$ cat src/rtl/inst_buff.sv
// Instruction line buffer: queues 64-bit ROM lines and hands them to decode one 32-bit word per cycle.
// Define INST_BUFF_BYPASS_EN to let a line arriving at an empty buffer reach decode in the same cycle.
module inst_buff #(
    parameter int DEPTH     = 4,
    parameter int LINEWIDTH = 64,
    parameter int WIDTH     = 32
) (
    input  logic                 clk,
    input  logic                 rst,
    input  logic [31:0]          rst_addr_i,
    input  logic                 flush_i,
    input  logic [31:0]          flush_addr_i,
    input  logic [LINEWIDTH-1:0] line_i,
    input  logic                 line_valid_i,
    input  logic                 line_ready_i,
    output logic                 ld_line_o,
    output logic                 rom_flush_o,
    output logic [31:0]          rom_flush_addr_o,
    output logic [WIDTH-1:0]     inst_o,
    output logic [31:0]          inst_pc_o,
    output logic                 inst_valid_o,
    input  logic                 inst_ready_i,
    output logic                 idle_o
);

    localparam int PW = $clog2(DEPTH);
    localparam int CW = PW + 1;

    logic [LINEWIDTH-1:0] lineMem_q [DEPTH];
    logic [28:0]          linePc_q  [DEPTH];

    logic [PW-1:0]        wrPtr_q, wrPtr_d;
    logic [PW-1:0]        rdPtr_q, rdPtr_d;
    logic [CW-1:0]        count_q, count_d;
    logic                 half_q, half_d;
    logic [28:0]          fetchPc_q, fetchPc_d;

    logic                 wrEn;
    logic                 fifoValid;
    logic                 bypassHit;
    logic                 pop;
    logic                 retire;
    logic [LINEWIDTH-1:0] outLine;
    logic [28:0]          outPc;
    logic                 unusedRstBits;

    assign rom_flush_o      = flush_i;
    assign rom_flush_addr_o = flush_addr_i;

    // Throttle is judged on the count at cycle start, so a pop never re-opens a full buffer early.
    assign ld_line_o = ~flush_i & (count_q < CW'(DEPTH));
    assign wrEn      = line_valid_i & ld_line_o;
    assign fifoValid = (count_q != '0);

`ifdef INST_BUFF_BYPASS_EN
    assign bypassHit = ~fifoValid & wrEn;
`else
    assign bypassHit = 1'b0;
`endif

    assign inst_valid_o = ~rst & ~flush_i & (fifoValid | bypassHit);
    assign outLine      = bypassHit ? line_i    : lineMem_q[rdPtr_q];
    assign outPc        = bypassHit ? fetchPc_q : linePc_q[rdPtr_q];
    assign inst_o       = inst_valid_o ? (half_q ? outLine[LINEWIDTH-1:WIDTH] : outLine[WIDTH-1:0]) : '0;
    assign inst_pc_o    = inst_valid_o ? {outPc, half_q, 2'b00} : '0;

    assign pop    = inst_valid_o & inst_ready_i;
    assign retire = pop & half_q;

    assign idle_o        = ~fifoValid & ~line_ready_i;
    assign unusedRstBits = ^rst_addr_i[1:0];

    always_comb begin
        wrPtr_d   = wrPtr_q;
        rdPtr_d   = rdPtr_q;
        count_d   = count_q;
        half_d    = half_q;
        fetchPc_d = fetchPc_q;
        if (flush_i) begin
            wrPtr_d   = '0;
            rdPtr_d   = '0;
            count_d   = '0;
            half_d    = flush_addr_i[2];
            fetchPc_d = flush_addr_i[31:3];
        end else begin
            if (wrEn) begin
                wrPtr_d   = wrPtr_q + 1'b1;
                fetchPc_d = fetchPc_q + 29'd1;
            end
            if (pop) begin
                half_d = ~half_q;
                if (half_q) begin
                    rdPtr_d = rdPtr_q + 1'b1;
                end
            end
            case ({wrEn, retire})
                2'b10:   count_d = count_q + 1'b1;
                2'b01:   count_d = count_q - 1'b1;
                default: count_d = count_q;
            endcase
        end
    end

    always_ff @(posedge clk) begin
        if (rst) begin
            wrPtr_q   <= '0;
            rdPtr_q   <= '0;
            count_q   <= '0;
            half_q    <= rst_addr_i[2];
            fetchPc_q <= rst_addr_i[31:3];
        end else begin
            wrPtr_q   <= wrPtr_d;
            rdPtr_q   <= rdPtr_d;
            count_q   <= count_d;
            half_q    <= half_d;
            fetchPc_q <= fetchPc_d;
        end
    end

    // Line storage carries no reset; entries are only read once count says they were written.
    always_ff @(posedge clk) begin
        if (~rst & wrEn) begin
            lineMem_q[wrPtr_q] <= line_i;
            linePc_q[wrPtr_q]  <= fetchPc_q;
        end
    end

endmodule
$ cat config.mk
export PLATFORM = sky130hd
export DESIGN_NAME = inst_buff
export DESIGN_NICKNAME = d
export VERILOG_FILES = /design/src/rtl/inst_buff.sv
export SDC_FILE = /design/constraint.sdc
export NUM_CORES = 1
export LEC_CHECK = 0
export ABC_AREA = 1
export CAP_MARGIN = 10
export CELL_PAD_IN_SITES_DETAIL_PLACEMENT = 0
export CELL_PAD_IN_SITES_GLOBAL_PLACEMENT = 1
export CORE_MARGIN = 2
export CORE_UTILIZATION = 44
export CTS_CLUSTER_SIZE = 10
export DETAILED_ROUTE_END_ITERATION = 7
export PLACE_DENSITY_LB_ADDON = 0.1
export SKIP_LAST_GASP = 1
export SYNTH_ARGS = -nofsm -noshare
export SYNTH_HDL_FRONTEND = slang
export SYNTH_SLANG_ARGS = --single-unit
$ cat constraint.sdc
create_clock -name clk -period 7.8 [get_ports clk]
set_input_delay 2.34 -clock clk [delete_from_list [all_inputs] [get_ports clk]]
set_output_delay 2.34 -clock clk [all_outputs]
set_load 0.03 [all_outputs]
Yosys cells after proc, flatten, opt, wreduce, memory -nomap -nowiden:

Memories as Yosys holds them, arrays and structs flattened. A register that Yosys moved wholly into a read port is not among the register bits.
Cells that the tools add are included.

* reduce and logical (&&, ||, !) cells: 6
* muxes and demuxes: 16
* $lt $le $gt $ge: 1
* equal/unequal tests: 2
* bitwise gates (word level): 13
* add/sub/neg operators: 5

Operator list (number)
* $mux 32: 3
* $mux 29: 3
* $add 29x1->29 const B: 1
* $reduce_bool 3->1: 3
* $and 1x1->1: 8
* $mux 2: 4
* $pmux 3 s2: 1
* $mux 1: 5
* $not 1->1: 5
* $add 2x1->2 const B: 2
* $add 3x1->3 const B: 1
* $lt 3x3->1 const B: 1
* $sub 3x1->3 const B: 1
* $eq 2x1->1 const B: 1
* $eq 2x2->1 const B: 1
* $reduce_and 2->1: 1
* $reduce_bool 2->1: 1
* $reduce_or 2->1: 1

* output and inout bits: 100
* word-level logic and storage cells: 50
* memories kept: 2
* flip-flop bits (word level): 37
* bits in writable memories: 372

Memory list
* lineMem_q: words 4, width 64, rd ports 1, clocked after Yosys merged registers in 1, write ports 1, RTL line 29 `logic [LINEWIDTH-1:0] lineMem_q [DEPTH];`
* linePc_q: words 4, width 29, rd ports 1, clocked after Yosys merged registers in 1, write ports 1, RTL line 30 `logic [28:0] linePc_q [DEPTH];`

Depth between registers and ports, before layout:

Gate-level depths: netlist (run 1).

* word-level depth: 7
* depth in mapped cells: 13
* gate-level depth less buffers: 13

Least setup slack after synthesis (run 1):

OpenSTA, ideal clock, no wires.

* path kind: input to register
* from: in flush_i
* to: mem lineMem_q[0][0], enable pin
* path slack: 0.104 ns
* arrival time: 7.150 ns
* stages: 4
* buffers on the path: 1
* setup time: 0.546 ns
* path through: buf_2 -> nor2_1 -> nand3_1 -> nor2_1

* cells in the longest elaborated chain, start to end: 6

Ends and longest elaborated chain
* from (decl): RTL line 11 `input logic flush_i,`
* $not 1->1: RTL line 51 `assign ld_line_o = ~flush_i & (count_q < CW'(DEPTH));`
* $and 1x1->1: RTL line 51
* net ld_line_o: RTL line 16 `output logic ld_line_o,`
* $and 1x1->1: RTL line 52 `assign wrEn = line_valid_i & ld_line_o;`
* $and 1x1->1: RTL line 122 `if (~rst & wrEn) begin`
* $mux 1: RTL line 122
* $mux 1 (implied by the code): RTL line 123 `lineMem_q[wrPtr_q] <= line_i;`
* to (decl): RTL line 29

The timed path passes the listed nets, and every way through them passes these cells.

Worst setup path in the final report (run 1):

* from: in rst
* to: out inst_pc_o[17]

* cells in the longest elaborated chain, start to end: 4

Ends and longest elaborated chain
* from (decl): RTL line 9 `input logic rst,`
* $not 1->1: RTL line 61 `assign inst_valid_o = ~rst & ~flush_i & (fifoValid | bypassHit);`
* $and 1x1->1 (2 in series): RTL line 61
* $mux 32: RTL line 65 `assign inst_pc_o = inst_valid_o ? {outPc, half_q, 2'b00} : '0;`
* to (decl): RTL line 20 `output logic [31:0] inst_pc_o,`

Every way passes these cells.

==> flow_metrics.py, run 1 <==
metrics = {
    "sta": {
        "report.final.hold_viol_count": 0,
        "setup_viol": 0,
        "finalWorstPathRequiredPeriod_ns": 7.15,
        "worst_slew_margin_rel_pct": 32.5,
        "max_clock_freq_mhz": 140,
        "final_max_slew_viol_count": 0,
        "clock-skew-final_ns": 0.0181,
        "final_min_period_over_clock_period_pct": 91.7,
        "rsz0062_at_grt": "no",
        "fin_tns_setup_ns": 0,
        "worst_pin_slew_ns": 1.01,
    },
    "clock_network": {
        "clkLatencyLatePin_ns": 0.55,
        "cts_max_path_buffers": 3,
        "ctsResizeCount": 0,
        "cts-root-buf": "sky130_fd_sc_hd__clkbuf_16",
        "clock_sinks": 411,
        "worst_setup_hold_path_clk_slew_ns": 0.05,
        "tritoncts.num_buffers": 47,
        "htree_num_levels": 2,
        "cts_setup_buffers": 0,
        "cts_tree": "done",
        "cts_hold_buf": 0,
    },
    "run": {
        "max_cap_viol_count": 0,
    },
    "synth": {
        "ys_ff_latch": 411,
        "synthesis.instances": 1540,
        "syn_std_cell_area_um2": 17500,
        "ys_seq_area_share_pct": 69.9,
        "avgSynthCellArea_um2": 11.4,
        "ys_warn_count": 0,
        "synth.lib_cells_used.distinct": 33,
    },
    "finish": {
        "filler_cell_count": 3417,
        "final_layout_size_suffix_gt1_share_pct": 8.79,
        "n_antenna_cell": 0,
        "layoutNonFillerInstCount": 2255,
        "post-route-cell-area_um2": 21300,
        "layout_commonest_cell": "sky130_fd_sc_hd__edfxtp_1",
        "commonest_cells_after_routing_fill_and_taps_aside": "sky130_fd_sc_hd__edfxtp_1, sky130_fd_sc_hd__nor2_1, sky130_fd_sc_hd__nand2_1, sky130_fd_sc_hd__o21ai_0, sky130_fd_sc_hd__clkdlybuf4s50_1",
        "synthToLayoutAreaGrowth_pct": 21.9,
        "layout.nets": 1859,
    },
    "min_path": {
        "hold_path.startpoint": "count_q[1]$_SDFFE_PP0P_",
        "hold_path_cells": 2,
        "worstHoldEndpoint": "count_q[1]$_SDFFE_PP0P_",
        "min_path_type": "reg -> reg",
    },
    "routing": {
        "initialDrtViolationCount": 658,
        "vias": 11708,
        "wl_per_cell_um": 19.0,
        "post-route-drc-count": 0,
        "detailedRoute.firstPassIterationCount": 5,
        "postRouteAntennaNets": 0,
        "finalWirelength_um": 42700,
        "viasPerCell": 5.19,
    },
    "floorplan": {
        "start_util_pct": 44.3,
        "top_level_ports": 234,
        "core_area_um2": 39500,
        "chipWidth_um": 204,
        "die_h_um": 204,
        "placementRows": 73,
        "die_area_um2": 41400,
    },
    "critical_path": {
        "critical_path_peak_fanout": 17,
        "timing.critical_path.required_ns": 5.46,
        "timing.critical_path.cells": "clkdlybuf4s50_1 > nor2_4 > nand2_2 > a21oi_1 > clkdlybuf4s50_1",
        "ff2ff_setup_slack_ns": 4.80,
        "critPathArrivalTime_ns": 4.81,
        "cpMaxStageDelayCell": "sky130_fd_sc_hd__clkdlybuf4s50_1",
        "cp_common_cell": "sky130_fd_sc_hd__clkdlybuf4s50_1",
        "crit_buf_inv": 2,
        "worst_path_dominant_cell_family": "buffers and inverters",
        "r2r_cells": 14,
        "rr_startpoint": "count_q[0]$_SDFFE_PP0P_",
        "worst-setup-path-type": "in -> out",
        "largest_stage_delay_worst_path_ns": 0.76,
        "worst_setup_path_end_kind": "output port",
        "cp-start-kind": "input port",
        "r2r-end": "count_q[2]$_SDFFE_PP0P_",
    },
    "placement": {
        "gp_congestion": 0.770,
        "detailed_place.area_um2": 20100,
        "place.detailed.hpwl_um": 25200,
        "placed_cells": 2194,
        "numPortBuffers": 225,
    },
    "power_and_ir_drop": {
        "power-per-cell-area_nw_per_um2": 218,
        "totalPowerFinal_uw": 4660,
        "static-leakage-power_uw": 0.00754,
        "ir_worst_vdd_mv": 0.157,
    },
    "grt": {
        "grt_first_pass_wirelength_um": 65500,
        "antenna_found_initial": 1,
        "globalRoute.totalOverflow": 0,
        "grt_util_all_layers_pct": 20.6,
        "largest_net_degree_at_the_start_of_global_routing": 187,
        "vias_in_the_first_global_route": 11692,
    },
    "status": {
        "run_status": "finished clean",
    },
}
[kinds of logic after synthesis]
family	after synthesis	synth area share (%)
DFF	411	69.9
adders and majority gates	7	0.543
AOI/OAI and AO/OA	330	9.90
buffers and inverters	161	5.01
xor gates and xnor gates	5	0.250
other	1	0.0214
and+or+nand+nor	625	14.3
[registers in the layout (all words and copies together), names as in the netlist, named ones only]
name and cells:
count_q 3, fetchPc_q 29, half_q 1, lineMem_q 256, linePc_q 116, rdPtr_q 2
wrPtr_q 2
[metal layers]
metal	GRT usage, %	wire [um]	up-vias
li1	-	-	5731
met1	26.6	18500	5620
met2	36.0	21300	306
met3	3.50	2170	51
met4	5.21	762	0
met5	0	0	-
[cells in the mapped netlist]
master | instances | area share (%)
sky130_fd_sc_hd__dfxtp_1 | 9 | 1.0
sky130_fd_sc_hd__nand4_1 | 2 | 0.071
sky130_fd_sc_hd__inv_1 | 36 | 0.77
sky130_fd_sc_hd__o21bai_1 | 1 | 0.043
sky130_fd_sc_hd__a21oi_1 | 55 | 1.6
sky130_fd_sc_hd__nor2_4 | 6 | 0.39
sky130_fd_sc_hd__o21ai_1 | 15 | 0.43
sky130_fd_sc_hd__nand2_4 | 1 | 0.064
sky130_fd_sc_hd__buf_4 | 40 | 1.7
sky130_fd_sc_hd__ha_1 | 6 | 0.43
sky130_fd_sc_hd__nor3_1 | 4 | 0.11
sky130_fd_sc_hd__o21ai_0 | 195 | 5.6
sky130_fd_sc_hd__nand3_1 | 61 | 1.7
sky130_fd_sc_hd__clkinv_1 | 2 | 0.043
sky130_fd_sc_hd__inv_4 | 1 | 0.036
sky130_fd_sc_hd__nor2_1 | 302 | 6.5
sky130_fd_sc_hd__buf_6 | 7 | 0.45
sky130_fd_sc_hd__xor2_1 | 1 | 0.050
sky130_fd_sc_hd__nor2_2 | 3 | 0.11
sky130_fd_sc_hd__nand3b_1 | 1 | 0.043
sky130_fd_sc_hd__nand2_2 | 3 | 0.11
sky130_fd_sc_hd__nand2_1 | 239 | 5.1
sky130_fd_sc_hd__fa_1 | 1 | 0.11
sky130_fd_sc_hd__or2_2 | 1 | 0.036
sky130_fd_sc_hd__clkbuf_1 | 35 | 0.75
sky130_fd_sc_hd__o22ai_1 | 64 | 2.3
sky130_fd_sc_hd__xnor2_1 | 4 | 0.20
sky130_fd_sc_hd__buf_2 | 36 | 1.0
sky130_fd_sc_hd__conb_1 | 1 | 0.021
sky130_fd_sc_hd__edfxtp_1 | 402 | 69
sky130_fd_sc_hd__inv_2 | 2 | 0.043
sky130_fd_sc_hd__and2_1 | 2 | 0.071
sky130_fd_sc_hd__buf_8 | 2 | 0.17
[tightest hold or removal path: stages, from the launching register on]
cell                      delay (ns)
sky130_fd_sc_hd__dfxtp_1        0.32
sky130_fd_sc_hd__a21oi_1        0.06
sky130_fd_sc_hd__nor2_1         0.07
[area by class of cell]
| class | instances | area, um2 | area share [%] |
|---|---|---|---|
| clock inverter | 2 | 12.5 | 0.0586 |
| multi-input combinational | 969 | 4420 | 20.7 |
| sequential | 411 | 12300 | 57.4 |
| tap | 525 | 657 | 3.08 |
| inverter | 41 | 156 | 0.733 |
| timing repair buffer | 248 | 2610 | 12.2 |
| clock buffer | 59 | 1230 | 5.77 |
[through the flow]
step / hold WS, ns / setup WS (ns) / utilization (%)
final: 0.487 / 0.648 / 54.0
after global routing: 0.534 / 0.558 / 54.0
after detailed placement: 0.480 / 0.618 / 50.8
after global placement: 0.474 / 0.604 / 50.8
after floorplan: 0.458 / 0.104 / -
after CTS: 0.493 / 0.603 / 54.0
[power breakdown]
part | leakage [uW] | internal (uW) | switching [uW]
Sequential | 0.00374 | 2480 | 42.7
Clock | 0.000605 | 1090 | 777
Combinational | 0.00319 | 120 | 154
[how the worst max path moves through the flow]
| stage | end | cells after the start | startpoint |
|---|---|---|---|
| detailed placement | inst_pc_o[17] | 5 | rst |
| CTS | inst_pc_o[17] | 5 | rst |
| global route | inst_pc_o[14] | 5 | rst |
| global placement | inst_pc_o[17] | 5 | rst |
| floorplan | lineMem_q[0][0]$_DFFE_PP_ | 4 | flush_i |
| finish | inst_pc_o[17] | 5 | rst |
Power figures use the tool's default switching activity.
==> run 2: changes to the inputs <==
==> constraint.sdc (replaced) <==
create_clock -name clk -period 7.8 [get_ports clk]
set_input_delay 1.56 -clock clk [delete_from_list [all_inputs] [get_ports clk]]
set_output_delay 1.56 -clock clk [all_outputs]
set_load 0.03 [all_outputs]
==> run 2 against run 1 <==
Sequential power barely moved. Global-route usage barely moved. Register-to-register slack worse by 0.27 ns. First-iteration DRC count up 19%. Largest power group unchanged.
==> flow_metrics.py, run 2 (same netlist as run 1, synthesis figures left out) <==
metrics = {
    "critical_path": {
        "rr_startpoint": "count_q[0]$_SDFFE_PP0P_",
        "crit_buf_inv": 3,
        "worst_setup_path_end_kind": "output port",
        "largest_stage_delay_worst_path_ns": 0.87,
        "r2r-end": "count_q[2]$_SDFFE_PP0P_",
        "worst-setup-path-type": "in -> out",
        "r2r_cells": 14,
        "cpMaxStageDelayCell": "sky130_fd_sc_hd__nor2_4",
        "critPathArrivalTime_ns": 4.62,
        "cp-startpoint": "flush_i",
        "timing.critical_path.required_ns": 6.24,
        "critical_path_peak_fanout": 34,
        "cp-start-kind": "input port",
        "ff2ff_setup_slack_ns": 4.53,
        "worst_path_dominant_cell_family": "simple AND/OR/NAND/NOR gates",
        "timing.critical_path.cells": "clkdlybuf4s50_1 > nor2_4 > nand2_2 > buf_4 > nor2_4 > nand2_1 > nand2_1 > clkdlybuf4s50_1",
    },
    "routing": {
        "post-route-drc-count": 0,
        "wl_per_cell_um": 18.9,
        "finalWirelength_um": 42600,
        "detailroute.wirelength.met2_um": 21400,
        "detailedRoute.firstPassIterationCount": 6,
        "postRouteAntennaNets": 0,
        "wl_met3_um": 2140,
        "met1Wirelength_um": 18400,
        "vias": 11702,
        "viasPerCell": 5.19,
        "initialDrtViolationCount": 782,
        "highest_metal_layer_used_by_the_detailed_router": "met5",
    },
    "power_and_ir_drop": {
        "internal_power_uw": 3720,
        "static-leakage-power_uw": 0.00736,
        "clock_power_share_pct": 40.4,
        "power-per-cell-area_nw_per_um2": 222,
        "seq_power_share_pct": 53.8,
        "switching_share_pct": 20.8,
        "ir_worst_vdd_mv": 0.129,
        "switching_power_uw": 976,
        "power_frac_comb_pct": 5.8,
    },
    "grt": {
        "grt_first_pass_wirelength_um": 65400,
        "globalRoute.totalOverflow": 0,
        "antenna_found_initial": 2,
        "vias_in_the_first_global_route": 11671,
        "grt_util_all_layers_pct": 20.6,
        "largest_net_degree_at_the_start_of_global_routing": 95,
    },
    "status": {
        "run_status": "finished clean",
    },
    "sta": {
        "rsz0062_at_grt": "no",
        "report.final.hold_viol_count": 0,
        "worst_slack_ns": 1.62,
        "fin_tns_setup_ns": 0,
        "finalWorstPathRequiredPeriod_ns": 6.18,
        "final_max_slew_viol_count": 0,
        "worst_slew_margin_rel_pct": 26.5,
        "clock-skew-final_ns": 0.0146,
        "holdWs_ns": 0.497,
        "final_min_period_over_clock_period_pct": 79.2,
        "worst_pin_slew_ns": 1.10,
        "setup_viol": 0,
        "max_clock_freq_mhz": 162,
    },
    "min_path": {
        "hold_path.startpoint": "rdPtr_q[1]$_SDFFE_PP0P_",
        "hold_path_cells": 2,
        "min_path_type": "reg -> reg",
    },
    "clock_network": {
        "worst_setup_hold_path_clk_slew_ns": 0.05,
        "cts_tree": "done",
        "cts_hold_buf": 0,
        "clock_sinks": 411,
        "clkLatencyLatePin_ns": 0.54,
        "cts-root-buf": "sky130_fd_sc_hd__clkbuf_16",
        "htree_num_levels": 2,
        "tritoncts.num_buffers": 48,
        "cts_setup_buffers": 0,
        "cts_max_path_buffers": 3,
        "ctsResizeCount": 0,
    },
    "placement": {
        "numPortBuffers": 225,
        "place_ws_ns": 1.51,
        "placed_cells": 2192,
        "detailed_place.area_um2": 19900,
        "gp_congestion": 0.779,
        "place.detailed.hpwl_um": 24600,
    },
    "finish": {
        "layout_commonest_cell": "sky130_fd_sc_hd__edfxtp_1",
        "commonest_cells_after_routing_fill_and_taps_aside": "sky130_fd_sc_hd__edfxtp_1, sky130_fd_sc_hd__nor2_1, sky130_fd_sc_hd__nand2_1, sky130_fd_sc_hd__clkdlybuf4s50_1, sky130_fd_sc_hd__o21ai_0",
        "layoutNonFillerInstCount": 2256,
        "regMostFlops": "lineMem_q",
        "layout.nets": 1858,
        "top_regs": "lineMem_q x256, linePc_q x116, fetchPc_q x29",
        "largest_reg_flops": 256,
        "final_layout_size_suffix_gt1_share_pct": 5.49,
        "filler_cell_count": 3411,
        "post-route-cell-area_um2": 21200,
        "synthToLayoutAreaGrowth_pct": 21.0,
    },
    "floorplan": {
        "placementRows": 73,
        "start_util_pct": 44.3,
        "top_level_ports": 234,
        "die_area_um2": 41400,
        "die_h_um": 204,
        "chipWidth_um": 204,
        "core_area_um2": 39500,
    },
    "run": {
        "max_cap_viol_count": 0,
    },
}
[run 2: cell types whose count changed in the layout (fill, tap and decap cells not counted), sizes merged]
cell,change
inv,-1
clkdlybuf4s50,+56
clkinv,+3
diode,+1
buf,-58
[run 2: worst max path at each step]
stage                                      to  slack, ns  depth (start not counted)
detailed placement                 inst_o[31]       1.51                          8
global route                       inst_o[17]       1.40                          8
CTS                                inst_o[31]       1.50                          8
finish                             inst_o[31]       1.62                          8
floorplan           lineMem_q[0][0]$_DFFE_PP_       0.88                          4
global placement                   inst_o[31]       1.51                          8
[run 2: area by class of cell]
type | instances | area, um2 | share of cell area (%)
clock inverters | 4 | 16.3 | 0.0768
inverters | 41 | 156 | 0.738
repair buffers | 246 | 2410 | 11.4
clock buffers | 59 | 1260 | 5.96
multi-input cells | 969 | 4420 | 20.9
diodes | 1 | 2.50 | 0.0118
well taps | 525 | 657 | 3.10
flip-flops and latches | 411 | 12300 | 57.9
[run 2: worst min-delay path, cell delays in order (launching register included)]
cell,delay [ns]
sky130_fd_sc_hd__dfxtp_1,0.31
sky130_fd_sc_hd__nor2_1,0.09
sky130_fd_sc_hd__nor2_1,0.06
[run 2: metrics by stage]
stage | utilization [%] | total power [uW]
finish | 53.6 | 4690
global route | 53.6 | 4860
CTS | 53.6 | 4740
detailed placement | 50.3 | 2840
global placement | 50.3 | 2840
floorplan | - | 2700
[run 2: power groups by stage]
stage | combinational [uW] | clock, uW | sequential, uW
3_5_place_dp | 272 | 0 | 2570
4_1_cts | 273 | 1940 | 2530
5_1_grt | 300 | 2020 | 2530
3_3_place_gp | 270 | 0 | 2570
2_1_floorplan | 145 | 0 | 2560
6_report | 270 | 1900 | 2530
[run 2: routing by layer]
layer / GRT usage, % / vias to the layer above
li1: - / 5729
met1: 26.4 / 5626
met2: 36.3 / 296
met3: 3.47 / 49
met4: 5.29 / 2
met5: 0 / -
